===== src/rtl/xfer_byte_counter.sv =====
// xfer_byte_counter: remaining-byte counter for beat-wide packet transfers with done pulse and sticky overrun
module xfer_byte_counter #(
    parameter int BITS       = 6,
    parameter int BEAT_BYTES = 4,
    parameter int CW         = $clog2(BEAT_BYTES + 1)
) (
    input  logic            clk,
    input  logic            rst,
    input  logic            load,
    input  logic [BITS-1:0] packet_length,
    input  logic            consume,
    input  logic [CW-1:0]   consume_bytes,
    input  logic            abort,
    output logic [BITS:0]   remaining,
    output logic            zero,
    output logic            one,
    output logic            last_beat,
    output logic            busy,
    output logic            done,
    output logic            overrun
);
    localparam int W  = BITS + 1;
    localparam int XW = (CW > W) ? CW : W;

    typedef enum logic [1:0] {IDLE, ACTIVE, ERROR} state_t;

    state_t        state, state_nx;
    logic [W-1:0]  rem_nx;
    logic          done_nx, ovr_nx;
    logic [CW-1:0] b_sat;
    logic [XW-1:0] b_x, rem_x;
    logic [W-1:0]  load_val;

    assign b_sat    = (32'(consume_bytes) > BEAT_BYTES) ? CW'(BEAT_BYTES) : consume_bytes;
    assign b_x      = XW'(b_sat);
    assign rem_x    = XW'(remaining);
    assign load_val = (packet_length == '0) ? W'(1) << BITS : {1'b0, packet_length};

    always_ff @(posedge clk or posedge rst) begin
        if (rst) begin
            state     <= IDLE;
            remaining <= '0;
            done      <= 1'b0;
            overrun   <= 1'b0;
        end else begin
            state     <= state_nx;
            remaining <= rem_nx;
            done      <= done_nx;
            overrun   <= ovr_nx;
        end
    end

    always_comb begin
        state_nx = state;
        rem_nx   = remaining;
        done_nx  = 1'b0;
        ovr_nx   = overrun;
        if (abort) begin
            state_nx = IDLE;
            rem_nx   = '0;
            ovr_nx   = 1'b0;
        end else if (load) begin
            state_nx = ACTIVE;
            rem_nx   = load_val;
            ovr_nx   = 1'b0;
        end else if (consume && b_sat != '0) begin
            if (state == ACTIVE) begin
                if (b_x < rem_x) begin
                    rem_nx = W'(rem_x - b_x);
                end else if (b_x == rem_x) begin
                    rem_nx   = '0;
                    state_nx = IDLE;
                    done_nx  = 1'b1;
                end else begin
                    rem_nx   = '0;
                    state_nx = ERROR;
                    ovr_nx   = 1'b1;
                end
            end else if (state == IDLE) begin
                state_nx = ERROR;
                ovr_nx   = 1'b1;
            end
        end
    end

    always_comb begin
        zero      = remaining == '0;
        one       = remaining == W'(1);
        last_beat = remaining != '0 && 32'(remaining) <= BEAT_BYTES;
        busy      = state == ACTIVE;
    end
endmodule


===== config.mk =====
export PLATFORM = sky130hd
export DESIGN_NAME = xfer_byte_counter
export DESIGN_NICKNAME = d
export VERILOG_FILES = /design/src/rtl/xfer_byte_counter.sv
export SDC_FILE = /design/constraint.sdc
export NUM_CORES = 1
export LEC_CHECK = 0
export ABC_AREA = 1
export CAP_MARGIN = 15
export CORE_MARGIN = 5
export CORE_UTILIZATION = 42
export CTS_CLUSTER_DIAMETER = 50
export DETAILED_ROUTE_END_ITERATION = 8
export PLACE_DENSITY = 0.77
export SETUP_SLACK_MARGIN = 0.3
export SLEW_MARGIN = 20
export SYNTH_ARGS = -nofsm -noshare
export SYNTH_HDL_FRONTEND = slang
export SYNTH_SLANG_ARGS = --single-unit

===== constraint.sdc =====
create_clock -name clk -period 1.7 [get_ports clk]
set_clock_uncertainty 0.2 [all_clocks]
set_input_delay 0.34 -clock clk [delete_from_list [all_inputs] [get_ports clk]]
set_output_delay 0.34 -clock clk [all_outputs]
set_load 0.02 [all_outputs]

==> results.py, run 1 <==
metrics = {
    "outcome": {
        "failed_checks": "negative setup slack",
        "status": "finished with violations",
    },
    "pwr": {
        "share_of_total_power_consumed_by_net_switching_pct": 43.17,
        "clock_power_share_pct": 12.2,
        "share_comb_of_total_power_pct": 65.6,
        "power.ir.vdd_worst_mv": 0.7137,
        "power_per_cell_area_nw_per_um2": 816.0,
        "p_int_mw": 0.8866,
        "p_seq_share_pct": 22.2,
        "net_switching_power_figure_mw": 0.6735,
        "design_power_total_mw": 1.560,
        "cellLeakagePower_nw": 0.9227,
    },
    "synth": {
        "synth.ff_latch_count": 11,
        "syn-cell-area_um2": 918.4,
        "synth_top_area_share_pct": 29.97,
        "synth_seq_area_share_pct": 29.97,
        "synth_area_leader_cell": "dfrtp_1",
        "complex_gate_fraction_of_the_synthesized_area_pct": 12.81,
        "syn_inst": 138,
        "synth.net_count": 156,
        "netlist_top_cells_area": "dfrtp_1 (30%), nand2_1 (11%), inv_1 (9.0%)",
        "synth_simple_gate_area_share_pct": 40.46,
        "avg_cell_area_syn_um2": 6.655,
        "ys_warn_count": 0,
        "main_combinational_cell_family_by_area_after_synthesis": "simple AND/OR/NAND/NOR gates",
        "synth.lib_cells_used.distinct": 22,
        "yosys-mux-area-fraction_pct": 0,
        "adder_cell_area_share_of_the_yosys_netlist_pct": 6.267,
        "yosys.area_share.xor_xnor_pct": 0.9537,
    },
    "routing": {
        "detail_route.first_pass.iterations": 4,
        "ant_nets": 0,
        "detailroute.via_count": 1326,
        "drt_wl_total_mm": 4.239,
        "via_per_inst": 5.434,
        "detail_route.wl_per_cell_um": 17.37,
        "drc": 0,
        "initialDrtViolationCount": 53,
    },
    "clock_tree": {
        "ctsHtreeMaxLevel": 1,
        "clock-sinks": 11,
        "clk_pin_slew_worst_paths_ps": 80,
        "cts_made_buffers": 3,
        "cts_tree": "done",
        "cts_hold_repair.buffers": 0,
        "clk-insertion-delay-late_ps": 280,
        "cts.root.buffer_cell": "clkbuf_4",
        "ctsLongestPathBuffers": 2,
    },
    "grt": {
        "first_pass_grt_wire_length_mm": 5.423,
        "antenna_found_initial": 0,
        "grt_pass1_vias": 1222,
        "track_usage_pct": 21.46,
        "grt_max_degree": 15,
        "overflow": 0,
    },
    "sta": {
        "worstMarginPinSlew_ps": 452.4,
        "rsz0062_at_grt": "yes",
        "slew-limit-headroom_pct": 69.81,
        "timing.final.crit_share_pct": 117.9,
        "final_number_of_hold_violating_endpoints": 0,
        "max_slew_vio_count": 0,
        "achievable-frequency_mhz": 498.8,
        "timing.final.ws_setup_ps": -304.8,
        "finalCriticalPeriod_ps": 2005,
        "finalSetupViolations": 14,
    },
    "critical_path": {
        "timing.critical_path.required_ps": 1690,
        "ff_to_ff_setup_slack_ps": -300,
        "startpoint_type_of_the_worst_setup_path": "primary input",
        "worst-r2r-cell-count": 8,
        "worstPathMaxFanout": 6,
        "worst_setup_path_end_kind": "register",
        "reg2reg_from": "remaining[2]",
        "critical_path_class": "in -> reg",
        "critical_path.reg2reg.endpoint": "remaining[3]",
        "worst_path_arrival_ps": 2000,
    },
    "floorplanning": {
        "std_cell_rows": 17,
        "ios": 27,
        "design.die.area_um2": 3222,
        "effective_utilization_at_floorplan_pct": 42.75,
        "die_height_um": 56.76,
        "chipWidth_um": 56.76,
        "core_area_um2": 2148,
    },
    "final_layout": {
        "layout.nets": 235,
        "finish.utilization_pct": 88.99,
        "layout-drive-gt1-share_pct": 57.87,
        "areaGrowthSynthToFinish_pct": 108.2,
        "nFillCells": 109,
        "diodes": 0,
        "stdcell_count": 244,
    },
    "run": {
        "maxCapViolations": 0,
    },
    "placed_design": {
        "place_hpwl_mm": 2.261,
        "finalWeightedCongestion": 0.8803,
        "place_inst": 217,
        "pre_cts_slack_ps": -860.2,
        "portBuffers": 26,
    },
    "worst_hold_path": {
        "min_delay_path_class": "in -> async",
    },
}
[metrics by stage]
step,instance area (um^2),setup TNS (ps),hold slack (ps)
global placement,1531,-9319,256.2
CTS,1694,-1730,176.6
floorplan,1046,-1310,-7.697
finish,1912,-2770,156.5
global route,1912,-3649,184.8
detailed placement,1531,-9671,268.0
[how the worst max path moves through the flow]
| stage | slack (ps) | startpoint | to |
|---|---|---|---|
| 6_report | -300 | consume_bytes[0] | remaining[3] |
| 5_1_grt | -370 | remaining[0] | remaining[4] |
| 4_1_cts | -170 | consume_bytes[0] | remaining[0] |
| 3_5_place_dp | -860 | consume_bytes[0] | remaining[4] |
| 3_3_place_gp | -850 | consume_bytes[0] | remaining[4] |
| 2_1_floorplan | -180 | consume_bytes[0] | remaining[4] |
[metal layers]
layer  global-route usage (%)  routed length (um)  vias to the layer above  part of all wire, %
met5                        0                   0                        -                    0
met4                    10.60                 212                        0                  5.0
met2                    39.93                2257                       71                   53
met3                    2.529                 198                       21                  4.7
li1                         -                   -                      599                    -
met1                    23.57                1571                      635                   37
[registers in the layout, summed over array words and instances (netlist names)]
register,flops
state,2
done,1
overrun,1
remaining,7
[cells in the mapped netlist]
| cell type | instances |
|---|---|
| a21oi_1 | 7 |
| o21a_1 | 1 |
| a31oi_1 | 1 |
| a22oi_1 | 5 |
| dfrtp_1 | 11 |
| nand4_1 | 2 |
| o21ai_0 | 3 |
| inv_1 | 22 |
| o21ai_4 | 1 |
| xor2_1 | 1 |
| nand2_1 | 28 |
| fa_1 | 1 |
| nor2_4 | 2 |
| buf_2 | 1 |
| nor4_1 | 2 |
| nor2_2 | 4 |
| or2_2 | 1 |
| nand3_1 | 16 |
| and3_1 | 1 |
| ha_1 | 3 |
| nor2_1 | 22 |
| nand2_2 | 3 |
[layout make-up]
type / count / area [um^2] / area share [%]
multi-input cells: 104 / 775.7 / 40.58
repair buffers: 75 / 678.2 / 35.47
flip-flops and latches: 11 / 280.3 / 14.66
inverters: 22 / 116.4 / 6.086
well taps: 28 / 35.03 / 1.832
clock buffers: 4 / 26.28 / 1.374
[cells by family (layout without fill, tap and decap cells)]
| kind of cell | Yosys count | in the layout |
|---|---|---|
| fa+ha+maj | 4 | 4 |
| buf+inv | 23 | 101 |
| simple gates | 81 | 81 |
| compound gates | 18 | 18 |
| xor+xnor | 1 | 1 |
| flops | 11 | 11 |
[power by group through the flow]
| stage | registers [mW] | logic (mW) | clock network, mW |
|---|---|---|---|
| 4_1_cts | 0.336 | 0.792 | 0.183 |
| 3_3_place_gp | 0.330 | 0.681 | 0 |
| 3_5_place_dp | 0.331 | 0.696 | 0 |
| 2_1_floorplan | 0.373 | 0.357 | 0 |
| 5_1_grt | 0.349 | 1.08 | 0.207 |
| 6_report | 0.346 | 1.02 | 0.190 |
[cells in the final DEF (no fill, tap or decap), types with 2 or more instances in the layout]
master,count
dfrtp_2,4
o21ai_0,3
nand4_1,2
dfrtp_1,7
nor2_4,6
nand3_2,4
buf_2,3
ha_4,3
a22oi_1,5
inv_1,14
nor2_2,6
nor4_4,2
nand2_2,8
buf_4,37
nand2_1,18
clkdlybuf4s50_1,10
buf_6,23
clkbuf_4,3
inv_2,3
a21oi_2,5
inv_4,2
nand3_1,12
nor2_1,16
nand2_4,5
[critical path, cell delays in order]
cell	delay [ps]
buf_6	90
buf_8	120
inv_16	50
a21oi_4	50
or2_4	250
ha_4	290
nand2_4	60
nor2_4	110
nor2_4	70
o21ai_4	230
nand3_2	140
a21oi_2	180
[timing repair]
item,4_1_cts,5_1_grt
buffers inserted,10,13
pin swaps,27,18
gates resized for setup,104,32
endpoints found under the setup margin,24,23
endpoints found under the hold margin,0,0
No activity file was read; power rests on OpenSTA's default activity.
==> inputs of run 2 (changes only) <==
--- a/config.mk
+++ b/config.mk
@@ -10,6 +10,7 @@
 export CORE_MARGIN = 5
 export CORE_UTILIZATION = 42
 export CTS_CLUSTER_DIAMETER = 50
+export CTS_CLUSTER_SIZE = 8
 export DETAILED_ROUTE_END_ITERATION = 8
 export PLACE_DENSITY = 0.77
 export SETUP_SLACK_MARGIN = 0.3
==> results of run 2 <==
Final layout, timing and power as in run 1 (identical DEF).
